### config.mk
export PLATFORM = sky130hd
export DESIGN_NAME = layer_sequencer
export DESIGN_NICKNAME = d
export VERILOG_FILES = /design/src/rtl/mlp_pkg.sv /design/src/rtl/layer_sequencer.sv
export SDC_FILE = /design/constraint.sdc
export NUM_CORES = 1
export LEC_CHECK = 0
export CELL_PAD_IN_SITES_DETAIL_PLACEMENT = 1
export CELL_PAD_IN_SITES_GLOBAL_PLACEMENT = 2
export CORE_MARGIN = 2
export CORE_UTILIZATION = 23
export CTS_BUF_LIST = sky130_fd_sc_hd__clkbuf_8
export CTS_CLUSTER_DIAMETER = 30
export CTS_CLUSTER_SIZE = 28
export DETAILED_ROUTE_END_ITERATION = 8
export PLACE_DENSITY_LB_ADDON = 0.1
export SLEW_MARGIN = 10
export SYNTH_ARGS = -nofsm -noshare
export SYNTH_HDL_FRONTEND = slang
export SYNTH_SLANG_ARGS = --single-unit
### constraint.sdc
create_clock -name clk -period 2.45 [get_ports clk]
set_clock_uncertainty 0.2 [all_clocks]
set_input_delay 0.245 -clock clk [delete_from_list [all_inputs] [get_ports clk]]
set_output_delay 0.245 -clock clk [all_outputs]
set_load 0.02 [all_outputs]
### src/rtl/mlp_pkg.sv
// Shared widths, sequencer state encoding and pipeline constants for the MLP layer datapath.
package mlp_pkg;

    localparam int DATA_W       = 16;
    localparam int WEIGHT_W     = 8;
    localparam int BIAS_W       = 8;
    localparam int DRAIN_CYCLES = 3;

    typedef enum logic [2:0] {
        IDLE,
        RUN,
        DRAIN,
        WRITE,
        DONE
    } seq_state_t;

endpackage

### src/rtl/layer_sequencer.sv
// Streams one fully-connected layer through an external MAC: walks neurons/inputs,
// fetches operands from synchronous memories, registers them onto the MAC ports.
module layer_sequencer
    import mlp_pkg::*;
#(
    parameter int N_IN  = 8,
    parameter int N_OUT = 4,
    parameter int RELU  = 1,
    localparam int IW   = (N_IN > 1) ? $clog2(N_IN) : 1,
    localparam int WW   = (N_IN * N_OUT > 1) ? $clog2(N_IN * N_OUT) : 1,
    localparam int JW   = (N_OUT > 1) ? $clog2(N_OUT) : 1
) (
    input  logic                clk,
    input  logic                reset,
    input  logic                start,
    output logic                busy,
    output logic                done,
    output logic [IW-1:0]       in_addr,
    input  logic [DATA_W-1:0]   in_rdata,
    output logic [WW-1:0]       w_addr,
    input  logic [WEIGHT_W-1:0] w_rdata,
    output logic [JW-1:0]       b_addr,
    input  logic [BIAS_W-1:0]   b_rdata,
    output logic [DATA_W-1:0]   mac_op1,
    output logic [WEIGHT_W-1:0] mac_op2,
    output logic [BIAS_W-1:0]   mac_bias,
    output logic                mac_clear,
    input  logic [DATA_W-1:0]   mac_out,
    output logic                res_valid,
    output logic [JW-1:0]       res_addr,
    output logic [DATA_W-1:0]   res_data
);

    localparam int DW = $clog2(DRAIN_CYCLES);

    seq_state_t          state_q, state_d;
    logic [IW-1:0]       i_q, i_d;
    logic [JW-1:0]       j_q, j_d;
    logic [DW-1:0]       drain_q, drain_d;
    logic                issue_q, issue_d;
    logic                first_q, first_d;
    logic [DATA_W-1:0]   op1_q, op1_d;
    logic [WEIGHT_W-1:0] op2_q, op2_d;
    logic [BIAS_W-1:0]   bias_q, bias_d;
    logic                clear_q, clear_d;
    logic [DATA_W-1:0]   res_q, res_d;

    always_comb begin
        state_d = state_q;
        i_d     = i_q;
        j_d     = j_q;
        drain_d = drain_q;
        res_d   = res_q;

        // Term issued this cycle has its rdata back next cycle; track it one stage.
        issue_d = (state_q == RUN);
        first_d = (i_q == '0);

        // Zero operands when nothing is in flight so the always-sampling MAC holds.
        op1_d  = issue_q ? in_rdata : '0;
        op2_d  = issue_q ? w_rdata  : '0;
        bias_d = issue_q ? b_rdata  : '0;

        case (state_q)
            IDLE: begin
                if (start) begin
                    state_d = RUN;
                    i_d     = '0;
                    j_d     = '0;
                end
            end
            RUN: begin
                if (i_q == IW'(N_IN - 1)) begin
                    state_d = DRAIN;
                    drain_d = '0;
                end else begin
                    i_d = i_q + IW'(1);
                end
            end
            DRAIN: begin
                if (drain_q == DW'(DRAIN_CYCLES - 1)) begin
                    state_d = WRITE;
                    res_d   = (RELU != 0 && mac_out[DATA_W-1]) ? '0 : mac_out;
                end else begin
                    drain_d = drain_q + DW'(1);
                end
            end
            WRITE: begin
                if (j_q == JW'(N_OUT - 1)) begin
                    state_d = DONE;
                end else begin
                    state_d = RUN;
                    j_d     = j_q + JW'(1);
                    i_d     = '0;
                end
            end
            DONE:    state_d = IDLE;
            default: state_d = IDLE;
        endcase

        // Clear rides with term 0; otherwise it is held high exactly while idle.
        clear_d = issue_q ? first_q : (state_d == IDLE);
    end

    always_ff @(posedge clk) begin
        if (reset) begin
            state_q <= IDLE;
            i_q     <= '0;
            j_q     <= '0;
            drain_q <= '0;
            issue_q <= 1'b0;
            first_q <= 1'b0;
            op1_q   <= '0;
            op2_q   <= '0;
            bias_q  <= '0;
            clear_q <= 1'b1;
            res_q   <= '0;
        end else begin
            state_q <= state_d;
            i_q     <= i_d;
            j_q     <= j_d;
            drain_q <= drain_d;
            issue_q <= issue_d;
            first_q <= first_d;
            op1_q   <= op1_d;
            op2_q   <= op2_d;
            bias_q  <= bias_d;
            clear_q <= clear_d;
            res_q   <= res_d;
        end
    end

    assign busy      = (state_q != IDLE);
    assign done      = (state_q == DONE);
    assign res_valid = (state_q == WRITE);
    assign res_addr  = j_q;
    assign res_data  = res_q;
    assign in_addr   = i_q;
    assign b_addr    = j_q;
    assign w_addr    = WW'(int'(j_q) * N_IN + int'(i_q));
    assign mac_op1   = op1_q;
    assign mac_op2   = op2_q;
    assign mac_bias  = bias_q;
    assign mac_clear = clear_q;

endmodule
==> impl_results.rst, run 1 <==
.. list-table::
   :header-rows: 1

   * - Metric
     - Value
   * - Result of the run
     - completed
   * - Cell taking the most area after synthesis
     - sky130_fd_sc_hd__dfxtp_1
   * - Power per cell area
     - 607 nW/um^2
   * - Number of buffers added on ports
     - 113
   * - Slowest CP cell
     - sky130_fd_sc_hd__clkdlybuf4s50_1
   * - Maximum vdd ir drop
     - 279 uV
   * - Reg2reg setup slack
     - 0.57 ns
   * - Number of instances on the worst hold path
     - 1
   * - Number of I/O pins
     - 115
   * - Detailed-router iteration count before antenna repair
     - 3
   * - List of most frequent post-synthesis cells
     - 60 x sky130_fd_sc_hd__dfxtp_1, 32 x sky130_fd_sc_hd__and2_1, 19 x sky130_fd_sc_hd__a21oi_1, 19 x sky130_fd_sc_hd__nand2_1, 18 x sky130_fd_sc_hd__nand3b_1
   * - Average size of a mapped cell
     - 10.1 um^2
   * - Number of synthesized register bits
     - 60
   * - Total of hold buffers inserted after clock tree synthesis
     - 0
   * - Kind of critical path
     - reg -> out
   * - Relative slew slack
     - 37.9%
   * - Startpoint of the worst register-to-register path
     - in_addr[0]
   * - Die height
     - 102 um
   * - Max-cap violations
     - 0
   * - Clock input transition at the sequential cells of the worst setup and hold paths
     - 0.07 ns
   * - Fraction of the cycle the final worst path needs
     - 92.0%
   * - Die footprint
     - 10500 um^2
   * - Number of vias per cell
     - 4.02
   * - Largest net degree at the start of global routing
     - 33
   * - Number of flops mapped to enable cells by yosys
     - 0
   * - Global-route wire length before repair
     - 9.16 mm
   * - Area share of the largest cell type after synthesis
     - 53.8%
   * - Layout cells sized above 1
     - 7.27%
   * - Area growth from synthesis to layout
     - 63.2%
   * - Total Neg Setup Slack
     - 0 ns
   * - Leakage power of the design
     - 1.34 nW
   * - Family with the most delay on the worst path
     - buffers and inverters
   * - Setup slack of the critical path after layout
     - 0.195 ns
   * - Measured slew at the worst slew-check pin
     - 0.927 ns
   * - Deepest level of the CTS H-tree
     - 3
   * - Initial Utilization
     - 23.9%
   * - Final setup viols
     - 0
   * - Via Count
     - 1846
   * - Pre-CTS setup slack
     - 0.356 ns
   * - Cell count after synthesis
     - 220
   * - Drt total wl
     - 5.83 mm
   * - CP required
     - 2.01 ns
   * - Total routing usage reported by global routing
     - 11.7%
   * - Synth top area cells
     - sky130_fd_sc_hd__dfxtp_1 54%, sky130_fd_sc_hd__and2_1 9.0%, sky130_fd_sc_hd__nand3b_1 6.1%
   * - Top_reg_cell synth
     - sky130_fd_sc_hd__dfxtp_1
   * - Critical-path maximum fanout
     - 14
   * - Total number of placement rows
     - 35
   * - Fraction of power spent switching nets
     - 21.2%
   * - Count of buffers added by post-CTS timing repair for setup
     - 0
   * - Cell internal power dissipation
     - 1.74 mW
   * - Final global-route overflow total
     - 0
   * - Num CTS Buffers
     - 9
   * - Start point of the worst min-delay path
     - first_q
   * - Sequence of cells on the critical path
     - nand3b_1, inv_1, clkdlybuf4s50_1
   * - Reg2Reg Depth
     - 6
   * - Count of non-filler cells in the finished layout
     - 459
   * - Area inside the core boundary
     - 9330 um^2
   * - Final hold viol count
     - 0
   * - Die boundary width
     - 102 um
   * - Yosys warning total
     - 0
   * - Cell variety after synth
     - 33
   * - Data arrival time of the critical path
     - 1.81 ns
   * - Critical path startpoint category
     - flip-flop
   * - CP Buf/Inv Count
     - 2
   * - Syn nets
     - 276
   * - Clock root buffer master
     - sky130_fd_sc_hd__clkbuf_8
   * - Longest Clk Path Bufs
     - 2
   * - Path length in cells of the critical path
     - 3
   * - Timing startpoint of the critical path
     - state_q[0]
   * - # nets final
     - 381
   * - Number of antenna cells inserted
     - 0
   * - Sequential share of power
     - 45.5%
   * - Number of antenna violations at the first check in global routing
     - 0
   * - Final Wtd Congestion
     - 0.661
   * - Async set-or-reset flop fraction in the synthesized netlist
     - 0%
   * - Number of inserted filler cells in the final layout
     - 1054
   * - Sequential element share of the synthesized area
     - 53.8%
   * - Count of final max-slew check failures
     - 0
   * - Most common cell in the netlist
     - sky130_fd_sc_hd__dfxtp_1
   * - CP endpoint kind
     - output pin
   * - Clock latency at the later pin of the worst-skew pair
     - 0.33 ns
   * - Hpwl dp
     - 4.11 mm
   * - TritonCTS Sinks
     - 60
   * - DRC marker count from the first detailed-route iteration
     - 27
   * - Largest stage delay, worst path
     - 0.61 ns
   * - Share of the core filled with cells in the final layout
     - 39.0%
   * - Worst hold path class
     - reg -> reg
   * - Vias in the first global route
     - 1837
   * - Number of remaining DRC errors
     - 0
   * - Placed Cells
     - 443
   * - RSZ-0062 raised after global routing
     - false
   * - Routed wire per std cell
     - 12.7 um
   * - Post-synth design cell area
     - 2230 um^2
   * - Number of routed nets with antenna violations
     - 0
   * - Fmax
     - 0.443 GHz
   * - Part of the total power dissipated in combinational logic
     - 8.8%
   * - Psw
     - 0.468 mW
   * - Clk pwr share
     - 45.7%
   * - Final critical path time including I/O delays and setup
     - 2.25 ns
   * - CTS tree
     - done
-- stage by stage --
stage | hold WS (ns) | area (um^2) | power, mW
3_5_place_dp | 0.234 | 3410 | 1.23
2_1_floorplan | 0.167 | 2230 | 1.10
5_1_grt | 0.240 | 3640 | 2.32
6_report | 0.244 | 3640 | 2.21
4_1_cts | 0.245 | 3640 | 2.26
3_3_place_gp | 0.226 | 3410 | 1.23
-- cell usage in the layout, fill, tap and decap left out, drive strengths merged --
cell type      synthesis  layout
a211o                  1       1
a211oi                 2       2
a21o                   2       2
a21oi                 20      20
and2                  32      32
buf                   14       2
bufinv                 0       2
clkbuf                 7      11
clkdlybuf4s50          0     113
clkinv                 0       1
conb                   1       1
dfxtp                 60      60
ha                     5       5
inv                    5       7
mux2i                  6       6
nand2                 19      19
nand2b                 6       6
nand3                  1       1
nand3b                18      18
nor2                   5       5
nor2b                  2       2
nor3                   3       3
nor3b                  3       3
nor4                   1       1
nor4b                  1       1
nor4bb                 1       1
or2b                   1       1
or3                    2       2
or3b                   2       2
-- area by class of cell --
| type | instances | area, um^2 | share of cell area, % |
|---|---|---|---|
| sequential | 60 | 1200 | 33.0 |
| clock buffer | 11 | 151 | 4.16 |
| multi-input combinational | 134 | 885 | 24.3 |
| inverter | 5 | 18.8 | 0.515 |
| timing repair buffer | 115 | 1150 | 31.5 |
| clock inverter | 5 | 76.3 | 2.10 |
| tap | 129 | 161 | 4.43 |
-- final timing paths --
| path | end |
|---|---|
| worst max-delay path | res_valid |
| worst min-delay path | mac_clear |
| worst max register to register | mac_clear |
| worst min register to register | mac_clear |
-- flip-flops by register name, indices dropped and copies added, names as in the netlist --
name / count
mac_op1: 16
res_data: 15
mac_bias: 8
mac_op2: 8
in_addr: 3
state_q: 3
b_addr: 2
drain_q: 2
first_q: 1
issue_q: 1
mac_clear: 1
-- layer usage --
layer | GRT usage [%] | vias up | routed length (um)
li1 | - | 923 | -
met1 | 13.4 | 835 | 2490
met2 | 16.6 | 79 | 2450
met3 | 8.14 | 9 | 811
met4 | 5.54 | 0 | 91
met5 | 0 | - | 0
-- power groups by stage --
stage          clock (mW)  sequential (mW)  combinational [mW]
2_1_floorplan           0             1.04              0.0631
3_3_place_gp            0             1.03               0.199
3_5_place_dp            0             1.03               0.199
5_1_grt              1.10             1.01               0.211
4_1_cts              1.06             1.01               0.199
6_report             1.01             1.01               0.195
-- what timing repair did --
item / in CTS / in global routing
resized for setup: 0 / 1
endpoints found under the hold margin: 0 / 0
setup endpoints to repair: 0 / 1
-- logic make-up after synthesis --
kind of cell / after synthesis / share of synthesized area [%]
other cells: 1 / 0.168
simple gates: 97 / 27.3
fa+ha+maj: 5 / 2.80
mux: 6 / 2.69
compound gates: 25 / 6.62
buf+inv: 26 / 6.62
flops: 60 / 53.8
No activity file was read; power rests on OpenSTA's default activity.
==> inputs of run 2 (changes only) <==
--- a/config.mk
+++ b/config.mk
@@ -13,7 +13,7 @@
 export CTS_CLUSTER_DIAMETER = 30
 export CTS_CLUSTER_SIZE = 28
 export DETAILED_ROUTE_END_ITERATION = 8
-export PLACE_DENSITY_LB_ADDON = 0.1
+export PLACE_DENSITY_LB_ADDON = 0.12
 export SLEW_MARGIN = 10
 export SYNTH_ARGS = -nofsm -noshare
 export SYNTH_HDL_FRONTEND = slang
==> run 2 against run 1 <==
Net effect: cell area decreased by 1.0%; utilization is 0.39 points lower; global-route usage down 0.24 points; register-to-register slack about the same; clock power is 17% lower; routed wire length shrank 0.21%; sequential share of layout area grew 0.33 points; count of clock-buffer cells in the layout shrank 2; first-iteration DRC count grew 15%; fmax up 0.58%; critical endpoint unchanged; largest cell class unchanged.
==> impl_results.rst, run 2 (same netlist as run 1, synthesis figures left out) <==
.. list-table::
   :header-rows: 1

   * - Metric
     - Value
   * - Largest stage delay, worst path
     - 0.60 ns (about the same)
   * - Longest Clk Path Bufs
     - 2 (unchanged)
   * - Detailed-router iteration count before antenna repair
     - 4 (+1)
   * - Leakage power of the design
     - 1.33 nW (-1.1%)
   * - Initial Utilization
     - 23.9% (unchanged)
   * - Routed wire per std cell
     - 12.7 um (-0.42%)
   * - Result of the run
     - completed
   * - Drt total wl
     - 5.82 mm (-0.21%)
   * - Global-route wire length before repair
     - 9.05 mm (-1.3%)
   * - Placed Cells
     - 444 (+0.23%)
   * - Final critical path time including I/O delays and setup
     - 2.24 ns (-0.0131 ns)
   * - CP required
     - 2.01 ns (about the same)
   * - Count of non-filler cells in the finished layout
     - 460 (+0.22%)
   * - Clock latency at the later pin of the worst-skew pair
     - 0.32 ns (about the same)
   * - Final hold viol count
     - 0 (unchanged)
   * - Fraction of the cycle the final worst path needs
     - 91.5% (-0.54 points)
   * - Total number of placement rows
     - 35 (unchanged)
   * - Total power draw
     - 2.04 mW (-7.8%)
   * - Flip-flop count of the largest register after layout
     - 16 (unchanged)
   * - Final Wtd Congestion
     - 0.664 (+0.47%)
   * - Kind of critical path
     - reg -> out
   * - Commonest cells after routing, fill and taps aside
     - 113 x sky130_fd_sc_hd__clkdlybuf4s50_1, 59 x sky130_fd_sc_hd__dfxtp_1, 32 x sky130_fd_sc_hd__and2_1
   * - Fmax
     - 0.446 GHz (+0.58%)
   * - Max-cap violations
     - 0 (unchanged)
   * - Total Neg Setup Slack
     - 0 ns (unchanged)
   * - Die footprint
     - 10500 um^2 (unchanged)
   * - Layout cells sized above 1
     - 7.55% (+0.28 points)
   * - Count of buffers added by post-CTS timing repair for setup
     - 0 (unchanged)
   * - Number of I/O pins
     - 115 (unchanged)
   * - Count of final max-slew check failures
     - 0 (unchanged)
   * - Timing startpoint of the critical path
     - state_q[0]
   * - RR Endpoint
     - mac_clear
   * - Via Count
     - 1851 (+0.27%)
   * - Number of routed nets with antenna violations
     - 0 (unchanged)
   * - CP endpoint kind
     - output pin
   * - Num CTS Buffers
     - 9 (unchanged)
   * - Number of remaining DRC errors
     - 0 (unchanged)
   * - Clock input transition at the sequential cells of the worst setup and hold paths
     - 0.06 ns (about the same)
   * - Area growth from synthesis to layout
     - 61.6%
   * - # nets final
     - 382 (+0.26%)
   * - TritonCTS Sinks
     - 60 (unchanged)
   * - Vias in the first global route
     - 1789 (-2.6%)
   * - Measured slew at the worst slew-check pin
     - 0.924 ns (-0.00261 ns)
   * - Critical-path maximum fanout
     - 14 (unchanged)
   * - Slowest CP cell
     - sky130_fd_sc_hd__clkdlybuf4s50_1
   * - Hpwl dp
     - 4.16 mm (+1.2%)
   * - Power per cell area
     - 565 nW/um^2 (-6.9%)
   * - Sequence of cells on the critical path
     - nand3b_1, inv_1, clkdlybuf4s50_1
   * - Number of buffers added on ports
     - 113 (unchanged)
   * - Largest net degree at the start of global routing
     - 33 (unchanged)
   * - Startpoint of the worst register-to-register path
     - in_addr[0]
   * - Reg2Reg Depth
     - 6 (unchanged)
   * - Number of antenna violations at the first check in global routing
     - 0 (unchanged)
   * - Data arrival time of the critical path
     - 1.80 ns (about the same)
   * - Final setup viols
     - 0 (unchanged)
   * - Number of vias per cell
     - 4.02 (about the same)
   * - Number of antenna cells inserted
     - 0 (unchanged)
   * - Area inside the core boundary
     - 9330 um^2 (unchanged)
   * - Maximum vdd ir drop
     - 333 uV (+19%)
   * - Total routing usage reported by global routing
     - 11.5% (-0.24 points)
   * - Relative slew slack
     - 38.1% (+0.17 points)
   * - Worst hold path class
     - reg -> reg
   * - Most common cell after layout, fill and taps aside
     - sky130_fd_sc_hd__clkdlybuf4s50_1
   * - DRC marker count from the first detailed-route iteration
     - 31 (+15%)
   * - Final global-route overflow total
     - 0 (unchanged)
   * - RSZ-0062 raised after global routing
     - false
   * - Deepest level of the CTS H-tree
     - 3 (unchanged)
   * - Reg2reg setup slack
     - 0.56 ns (about the same)
   * - Die boundary width
     - 102 um (unchanged)
   * - Clock root buffer master
     - sky130_fd_sc_hd__clkbuf_8
   * - Endpoint of the worst setup timing path
     - res_valid
   * - Die height
     - 102 um (unchanged)
   * - Critical path startpoint category
     - flip-flop
   * - CTS tree
     - done
==> run 2: changes by cell type in the layout (fill, tap and decap cells not counted), sizes merged <==
cell and delta:
clkinvlp +1, clkinv +2, clkbuf -2, buf +1, bufinv -1
==> run 2: worst min-delay path by stage <==
stage | from | slack, ns | end | depth (start not counted)
floorplan | b_rdata[0] | 0.17 | mac_bias[0] | 1
global placement | first_q | 0.22 | mac_clear | 1
detailed placement | first_q | 0.23 | mac_clear | 1
CTS | b_rdata[0] | 0.24 | mac_bias[0] | 2
global route | b_rdata[0] | 0.25 | mac_bias[0] | 2
finish | first_q | 0.24 | mac_clear | 1
==> run 2: metrics by stage <==
| stage | instance area (um^2) | utilization [%] | hold WS (ns) | worst slack [ns] |
|---|---|---|---|---|
| 4_1_cts | 3600 | 38.6 | 0.243 | 0.0460 |
| 6_report | 3600 | 38.6 | 0.240 | 0.208 |
| 3_3_place_gp | 3420 | 36.7 | 0.223 | 0.391 |
| 5_1_grt | 3600 | 38.6 | 0.250 | 0.0470 |
| 3_5_place_dp | 3420 | 36.7 | 0.230 | 0.371 |
| 2_1_floorplan | 2230 | - | 0.167 | 0.578 |
==> run 2: power by group <==
| part | internal, mW | total (mW) | switching [mW] |
|---|---|---|---|
| Combinational | 0.126 | 0.195 | 0.0688 |
| Sequential | 0.994 | 1.01 | 0.0115 |
| Clock | 0.457 | 0.837 | 0.381 |
| Total | 1.58 | 2.04 | 0.461 |
==> run 2: worst max-delay path, delay by kind of cell, from the launching register on <==
kind | cells | cell delay, ns
buf+inv | 2 | 0.70
flops | 1 | 0.59
simple gates | 1 | 0.18
==> run 2: repair_timing <==
item                                    CTS  global route
endpoints found under the setup margin    0             1
resized for setup                         0             1
hold buffers                              0             0
==> run 2: final cells by class <==
class,instances,area (um^2)
Fill cell,1065,5720
Inverter,5,18.8
Sequential cell,60,1200
Timing Repair Buffer,116,1150
Multi-Input combinational cell,134,885
Clock inverter,7,60.1
Tap cell,129,161
Clock buffer,9,124
==> run 2: metal layers <==
layer	part of all wire [%]	track usage [%]	up-vias	wire length (um)
li1	-	-	927	-
met2	43	16.7	81	2530
met4	1.1	4.62	0	63
met1	41	12.9	837	2390
met5	0	0	-	0
met3	14	8.21	6	842
